### src/rtl/uart_rx_fifo.sv
// UART receiver (8N1, LSB first; 8E1 when UART_RX_PARITY_EN is defined) feeding a
// first-word-fall-through byte FIFO, with sticky framing/parity/overrun flags.
module uart_rx_fifo #(
  parameter int CLOCK_FREQ  = 65_000_000,
  parameter int BAUD_RATE   = 115200,
  parameter int BUFFER_SIZE = 32
) (
  input  logic                         clk,
  input  logic                         rst_n,
  input  logic                         rx,
  input  logic                         rd_en,
  input  logic                         clear_err,
  output logic [7:0]                   data_o,
  output logic                         empty,
  output logic                         full,
  output logic [$clog2(BUFFER_SIZE):0] count,
  output logic                         frame_err,
  output logic                         parity_err,
  output logic                         overrun_err
);
  localparam int CPB  = CLOCK_FREQ / BAUD_RATE;
  localparam int CW   = $clog2(CPB);
  localparam int AW   = $clog2(BUFFER_SIZE);
  localparam int CNTW = AW + 1;
  localparam logic [CW-1:0]   CNT_LAST = CW'(CPB - 1);
  localparam logic [CW-1:0]   CNT_HALF = CW'(CPB / 2 - 1);
  localparam logic [CNTW-1:0] CNT_FULL = CNTW'(BUFFER_SIZE);

  localparam logic [2:0] S_IDLE      = 3'd0;
  localparam logic [2:0] S_START     = 3'd1;
  localparam logic [2:0] S_DATA      = 3'd2;
  localparam logic [2:0] S_PARITY    = 3'd3;
  localparam logic [2:0] S_STOP      = 3'd4;
  localparam logic [2:0] S_WAIT_IDLE = 3'd5;

  logic            rx_s1_q, rx_s2_q;
  logic            settle_q, armed_q, armed_d;
  logic [2:0]      state_q, state_d;
  logic [CW-1:0]   cnt_q, cnt_d;
  logic [2:0]      bit_idx_q, bit_idx_d;
  logic [7:0]      shift_q, shift_d;
  logic            push, set_frame;
  logic            pop, wr_ok, set_ovr;
  logic [AW-1:0]   wr_ptr_q, wr_ptr_d, rd_ptr_q, rd_ptr_d;
  logic [CNTW-1:0] count_q, count_d;
  logic            frame_err_q, frame_err_d, overrun_err_q, overrun_err_d;
  logic [7:0]      mem_q [BUFFER_SIZE];
`ifdef UART_RX_PARITY_EN
  logic            par_ok_q, par_ok_d, set_par;
  logic            parity_err_q, parity_err_d;
`endif

  // A line held low across reset must go high once before a start bit is accepted;
  // armed only sets from a synchronizer sample taken after reset release.
  assign armed_d = armed_q | (settle_q & rx_s1_q);

  always_comb begin
    state_d   = state_q;
    cnt_d     = cnt_q + 1'b1;
    bit_idx_d = bit_idx_q;
    shift_d   = shift_q;
    push      = 1'b0;
    set_frame = 1'b0;
`ifdef UART_RX_PARITY_EN
    par_ok_d  = par_ok_q;
    set_par   = 1'b0;
`endif
    case (state_q)
      S_IDLE: begin
        cnt_d = '0;
`ifdef UART_RX_PARITY_EN
        par_ok_d = 1'b1;
`endif
        if (armed_q && !rx_s2_q) state_d = S_START;
      end
      S_START: if (cnt_q == CNT_HALF) begin
        cnt_d     = '0;
        bit_idx_d = '0;
        state_d   = rx_s2_q ? S_IDLE : S_DATA;
      end
      S_DATA: if (cnt_q == CNT_LAST) begin
        cnt_d     = '0;
        shift_d   = {rx_s2_q, shift_q[7:1]};
        bit_idx_d = bit_idx_q + 3'd1;
        if (bit_idx_q == 3'd7) begin
`ifdef UART_RX_PARITY_EN
          state_d = S_PARITY;
`else
          state_d = S_STOP;
`endif
        end
      end
`ifdef UART_RX_PARITY_EN
      S_PARITY: if (cnt_q == CNT_LAST) begin
        cnt_d    = '0;
        par_ok_d = ~(^shift_q ^ rx_s2_q);
        state_d  = S_STOP;
      end
`endif
      S_STOP: if (cnt_q == CNT_LAST) begin
        cnt_d = '0;
        if (rx_s2_q) begin
`ifdef UART_RX_PARITY_EN
          if (par_ok_q) push = 1'b1;
          else          set_par = 1'b1;
`else
          push = 1'b1;
`endif
          state_d = S_IDLE;
        end else begin
          set_frame = 1'b1;
          state_d   = S_WAIT_IDLE;
        end
      end
      S_WAIT_IDLE: begin
        cnt_d = '0;
        if (rx_s2_q) state_d = S_IDLE;
      end
      default: state_d = S_IDLE;
    endcase
  end

  // FIFO: a pop frees the slot a same-cycle push lands in, so full+pop accepts the byte.
  always_comb begin
    pop     = rd_en && (count_q != '0);
    wr_ok   = push && ((count_q != CNT_FULL) || pop);
    set_ovr = push && (count_q == CNT_FULL) && !pop;
    wr_ptr_d = wr_ok ? wr_ptr_q + 1'b1 : wr_ptr_q;
    rd_ptr_d = pop   ? rd_ptr_q + 1'b1 : rd_ptr_q;
    count_d  = count_q;
    case ({wr_ok, pop})
      2'b10:   count_d = count_q + 1'b1;
      2'b01:   count_d = count_q - 1'b1;
      default: count_d = count_q;
    endcase
    frame_err_d   = set_frame | (frame_err_q & ~clear_err);
    overrun_err_d = set_ovr   | (overrun_err_q & ~clear_err);
`ifdef UART_RX_PARITY_EN
    parity_err_d  = set_par   | (parity_err_q & ~clear_err);
`endif
  end

  always_ff @(posedge clk) begin
    if (!rst_n) begin
      rx_s1_q       <= 1'b1;
      rx_s2_q       <= 1'b1;
      settle_q      <= 1'b0;
      armed_q       <= 1'b0;
      state_q       <= S_IDLE;
      cnt_q         <= '0;
      bit_idx_q     <= '0;
      shift_q       <= '0;
      wr_ptr_q      <= '0;
      rd_ptr_q      <= '0;
      count_q       <= '0;
      frame_err_q   <= 1'b0;
      overrun_err_q <= 1'b0;
`ifdef UART_RX_PARITY_EN
      par_ok_q      <= 1'b1;
      parity_err_q  <= 1'b0;
`endif
    end else begin
      rx_s1_q       <= rx;
      rx_s2_q       <= rx_s1_q;
      settle_q      <= 1'b1;
      armed_q       <= armed_d;
      state_q       <= state_d;
      cnt_q         <= cnt_d;
      bit_idx_q     <= bit_idx_d;
      shift_q       <= shift_d;
      wr_ptr_q      <= wr_ptr_d;
      rd_ptr_q      <= rd_ptr_d;
      count_q       <= count_d;
      frame_err_q   <= frame_err_d;
      overrun_err_q <= overrun_err_d;
`ifdef UART_RX_PARITY_EN
      par_ok_q      <= par_ok_d;
      parity_err_q  <= parity_err_d;
`endif
    end
  end

  always_ff @(posedge clk) begin
    if (wr_ok) mem_q[wr_ptr_q] <= shift_q;
  end

  assign empty       = (count_q == '0);
  assign full        = (count_q == CNT_FULL);
  assign count       = count_q;
  assign data_o      = empty ? 8'h00 : mem_q[rd_ptr_q];
  assign frame_err   = frame_err_q;
  assign overrun_err = overrun_err_q;
`ifdef UART_RX_PARITY_EN
  assign parity_err  = parity_err_q;
`else
  assign parity_err  = 1'b0;
`endif
endmodule

### config.mk
export PLATFORM = sky130hd
export DESIGN_NAME = uart_rx_fifo
export DESIGN_NICKNAME = d
export VERILOG_FILES = /design/src/rtl/uart_rx_fifo.sv
export SDC_FILE = /design/constraint.sdc
export NUM_CORES = 1
export LEC_CHECK = 0
export BUFFER_PORTS_ARGS = -buffer_cell sky130_fd_sc_hd__buf_2
export CORE_MARGIN = 2
export CORE_UTILIZATION = 55
export DETAILED_ROUTE_END_ITERATION = 6
export PLACE_DENSITY = 0.74
export SLEW_MARGIN = 10
export SYNTH_ARGS = -nofsm -noshare
export SYNTH_HDL_FRONTEND = slang
export SYNTH_SLANG_ARGS = --single-unit
### constraint.sdc
create_clock -name clk -period 7.6 [get_ports clk]
set_input_delay 0.76 -clock clk [delete_from_list [all_inputs] [get_ports clk]]
set_output_delay 0.76 -clock clk [all_outputs]
set_load 0.03 [all_outputs]
==> reports/results.ini <==
[status]
run_status = finished clean

[timing]
finalCritPeriodShare = 0.5201
setup-tns-final_ns = 0
timing_max_transition_violations_final = 0
unrepaired_setup_endpoints_after_global_routing = no
max_slew_margin = 0.2253
maxClockFrequency_ghz = 0.2530
finalSetupViolations = 0
finalHoldViolations = 0
clock-skew-final_ns = 0.007359
timing.hold.ws_ns = 0.3894
worst-slew-pin-transition_ns = 1.160
finalCriticalPeriod_ns = 3.953

[global_routing]
antenna_found_initial = 0
grt_max_degree = 65
first_global_vias = 6515
global_route.overflow_total = 0
grt_pass1_wl_microns = 37880
grt_usage = 0.2118

[place]
gp_congestion = 0.9033
total_cell_area_at_the_placement_stage_sq_um = 12710
placement.io_buffers = 22
place_inst = 982
hpwl_microns = 15000

[route]
antenna_violating_nets_post_route = 0
dr_total_vias = 6467
detail_route.wl_per_cell_microns = 23.93
met2_length_microns = 12320
drt-vias-per-instance = 6.236
routedLengthMet1_microns = 10040
detail_route.iter0.violations = 562
drt-pass1-iter-count = 5
routed.top_layer = met4
routed_wirelength_microns = 24820
post-route-drc-count = 0
wl_met3_microns = 1864

[logic_synthesis]
synth.yosys.warnings = 0
syn-num-nets = 729
arithmetic_cell_share_of_the_synthesized_area_counting_full_adders_half_adders_and_majority_gates = 0.01471
ys_types = 60
synth_async_reset_ratio = 0
post_synth_inst_count = 710
synth-compound-area-share = 0.03295
ys.flop_type = edfxtp_1
synth_top_family_by_area = multiplexers
ys_ff_latch = 307
synth_enable_flop_cells = 256
synth_area_per_cell_sq_um = 17.49
synthXorXnorAreaFrac = 0.01270
yosys-mux-area-fraction = 0.1501
portion_of_the_post_synthesis_area_used_by_sequential_elements = 0.7013
cell_area_synth_sq_um = 12420
share_of_synthesized_cell_area_in_and_or_nand_and_nor_gates = 0.06741

[clock_network]
cts-htree-levels = 1
cts_tree = built
cts_resized = 0
cts_max_path_buffers = 3
post_cts_hold_buffer_count = 0
worstSkewPairLatency_ns = 0.55
clk_transition_reported_paths_ns = 0.06
number_of_buffers_inserted_during_clock_tree_synthesis = 31
cts_num_sinks = 307
cts_setup_buffers = 0
root_buffer = clkbuf_16

[layout]
filler_cell_count = 1528
finish.instance_area_sq_um = 13680
antennaDiodeCount = 0
layout.cells.non_filler = 1037
area.growth.synth_to_final_pct = 10.17
design.final.nets = 754
drive_gt1_frac = 0.2061

[setup_path]
critical_path_peak_fanout = 52
worst-endpoint-arrival_ns = 3.19
worst_setup_sp_type = register
reg2reg_to = mem_q[18][1]
regToRegSetupSlack_ns = 4.17
number_of_cells_traversed_by_the_worst_register_to_register_path = 6
regToRegStartpoint = cnt_q[0]
end_kind = output port
cp-endpoint = data_o[3]
setup.worst_path.class = register to output port
worst_ep_required_time_ns = 6.84

[floorplan]
floorplan.initialDensity = 0.5638
num_io_pins = 24
full_die_area_sq_um = 23800
floorplan_core_area_sq_um = 22030
fp.dieH_microns = 154.3
placement_rows = 54
chipWidth_microns = 154.3

[power]
cellPowerDensity_nw_per_um2 = 311.2
total_power_uw = 4257
ir_worst_vdd_mv = 0.2324
leakagePower_uw = 0.004450

[flow_run]
max-cap-violations = 0

[worst_hold_path]
type_of_the_worst_min_delay_path = primary input to register

## cell usage in the layout, fill, tap and decap left out, types with 6 or more instances in the layout
master | netlist | routed
a21oi_1 | 13 | 13
a221oi_1 | 6 | 6
buf_2 | 12 | 22
clkbuf_1 | 11 | 6
clkbuf_16 | 0 | 31
clkinv_1 | 0 | 9
dfxtp_1 | 51 | 46
edfxtp_1 | 256 | 256
ha_1 | 13 | 13
inv_1 | 17 | 17
mux2i_1 | 22 | 22
mux4_2 | 72 | 72
nand2_1 | 19 | 19
nand3_1 | 16 | 16
nor2_1 | 76 | 76
nor2b_1 | 7 | 7
o21ai_0 | 8 | 8
o221ai_1 | 6 | 6
or3_1 | 7 | 7
xnor2_1 | 9 | 9
xor2_1 | 9 | 9
## through the flow
stage | worst slack, ns | util
global placement | 4.194 | 0.5773
finish | 3.647 | 0.6211
detailed placement | 4.162 | 0.5773
CTS | 3.576 | 0.6209
global route | 3.432 | 0.6211
floorplan | 3.996 | -
## flip-flops by register name (all words and copies together) (netlist names), 3 cells and up, named ones only
register	count
count	6
wr_ptr_q	5
rd_ptr_q	5
bit_idx_q	3
cnt_q	10
mem_q	256
shift_q	8
state_q	3
## where the power goes
group | switching, uW | internal [uW] | total, uW | leakage [uW]
combinational | 493 | 395 | 888 | 0.00119
clock | 596 | 844 | 1440 | 0.000472
sequential | 104 | 1830 | 1930 | 0.00279
total | 1190 | 3060 | 4260 | 0.00445
## per-layer routing
metal / up-vias / global-route usage
met3: 47 / 0.04343
met1: 3296 / 0.2916
li1: 2843 / -
met5: - / 0
met4: 0 / 0.05026
met2: 281 / 0.3547
## worst max-delay path, cell delays in order, from the launching register on
cell and delay (ns):
dfxtp_4 0.98, mux4_2 0.61, mux4_2 0.48, nor2b_1 0.23, a2111oi_0 0.10, buf_2 0.20
## layout make-up
type                            count  area, sq um  area share
Sequential cell                   307         8717      0.6372
Multi-Input combinational cell    353         3455      0.2525
Clock buffer                       37        798.3     0.05835
Tap cell                          280        350.3     0.02561
Clock inverter                     18        163.9     0.01198
Timing Repair Buffer               25        132.6    0.009695
Inverter                           17        63.81    0.004664
## worst min-delay path by stage
stage | slack [ns] | depth (start not counted) | to | start
4_1_cts | 0.38 | 2 | rx_s1_q | rx
3_3_place_gp | 0.42 | 1 | rx_s2_q | rx_s1_q
6_report | 0.39 | 2 | rx_s1_q | rx
3_5_place_dp | 0.43 | 1 | rx_s2_q | rx_s1_q
2_1_floorplan | 0.41 | 1 | rx_s2_q | rx_s1_q
5_1_grt | 0.39 | 2 | rx_s1_q | rx
## logic make-up after synthesis
kind of cell	count (synthesis)
AND/OR/NAND/NOR	167
multiplexers	96
buffers and inverters	50
adder cells (fa/ha/maj)	14
XOR/XNOR	18
flip-flops	307
AO/OA/AOI/OAI	57
other	1
## synthesized netlist by cell type (5+ instances only)
master	instances	area share
buf_2	12	0.0048
nand3_1	16	0.0064
ha_1	13	0.013
dfxtp_1	51	0.082
o21ai_0	8	0.0032
mux2i_1	22	0.018
nand2_1	19	0.0057
xnor2_1	9	0.0063
mux4_2	72	0.13
inv_1	17	0.0051
xor2_1	9	0.0063
edfxtp_1	256	0.62
nor2_1	76	0.023
or3_1	7	0.0035
a221oi_1	6	0.0042
and2_1	5	0.0025
o221ai_1	6	0.0042
a21oi_1	13	0.0052
nor2b_1	7	0.0035
nand2b_1	5	0.0025
clkbuf_1	11	0.0033
Power figures use the tool's default switching activity.
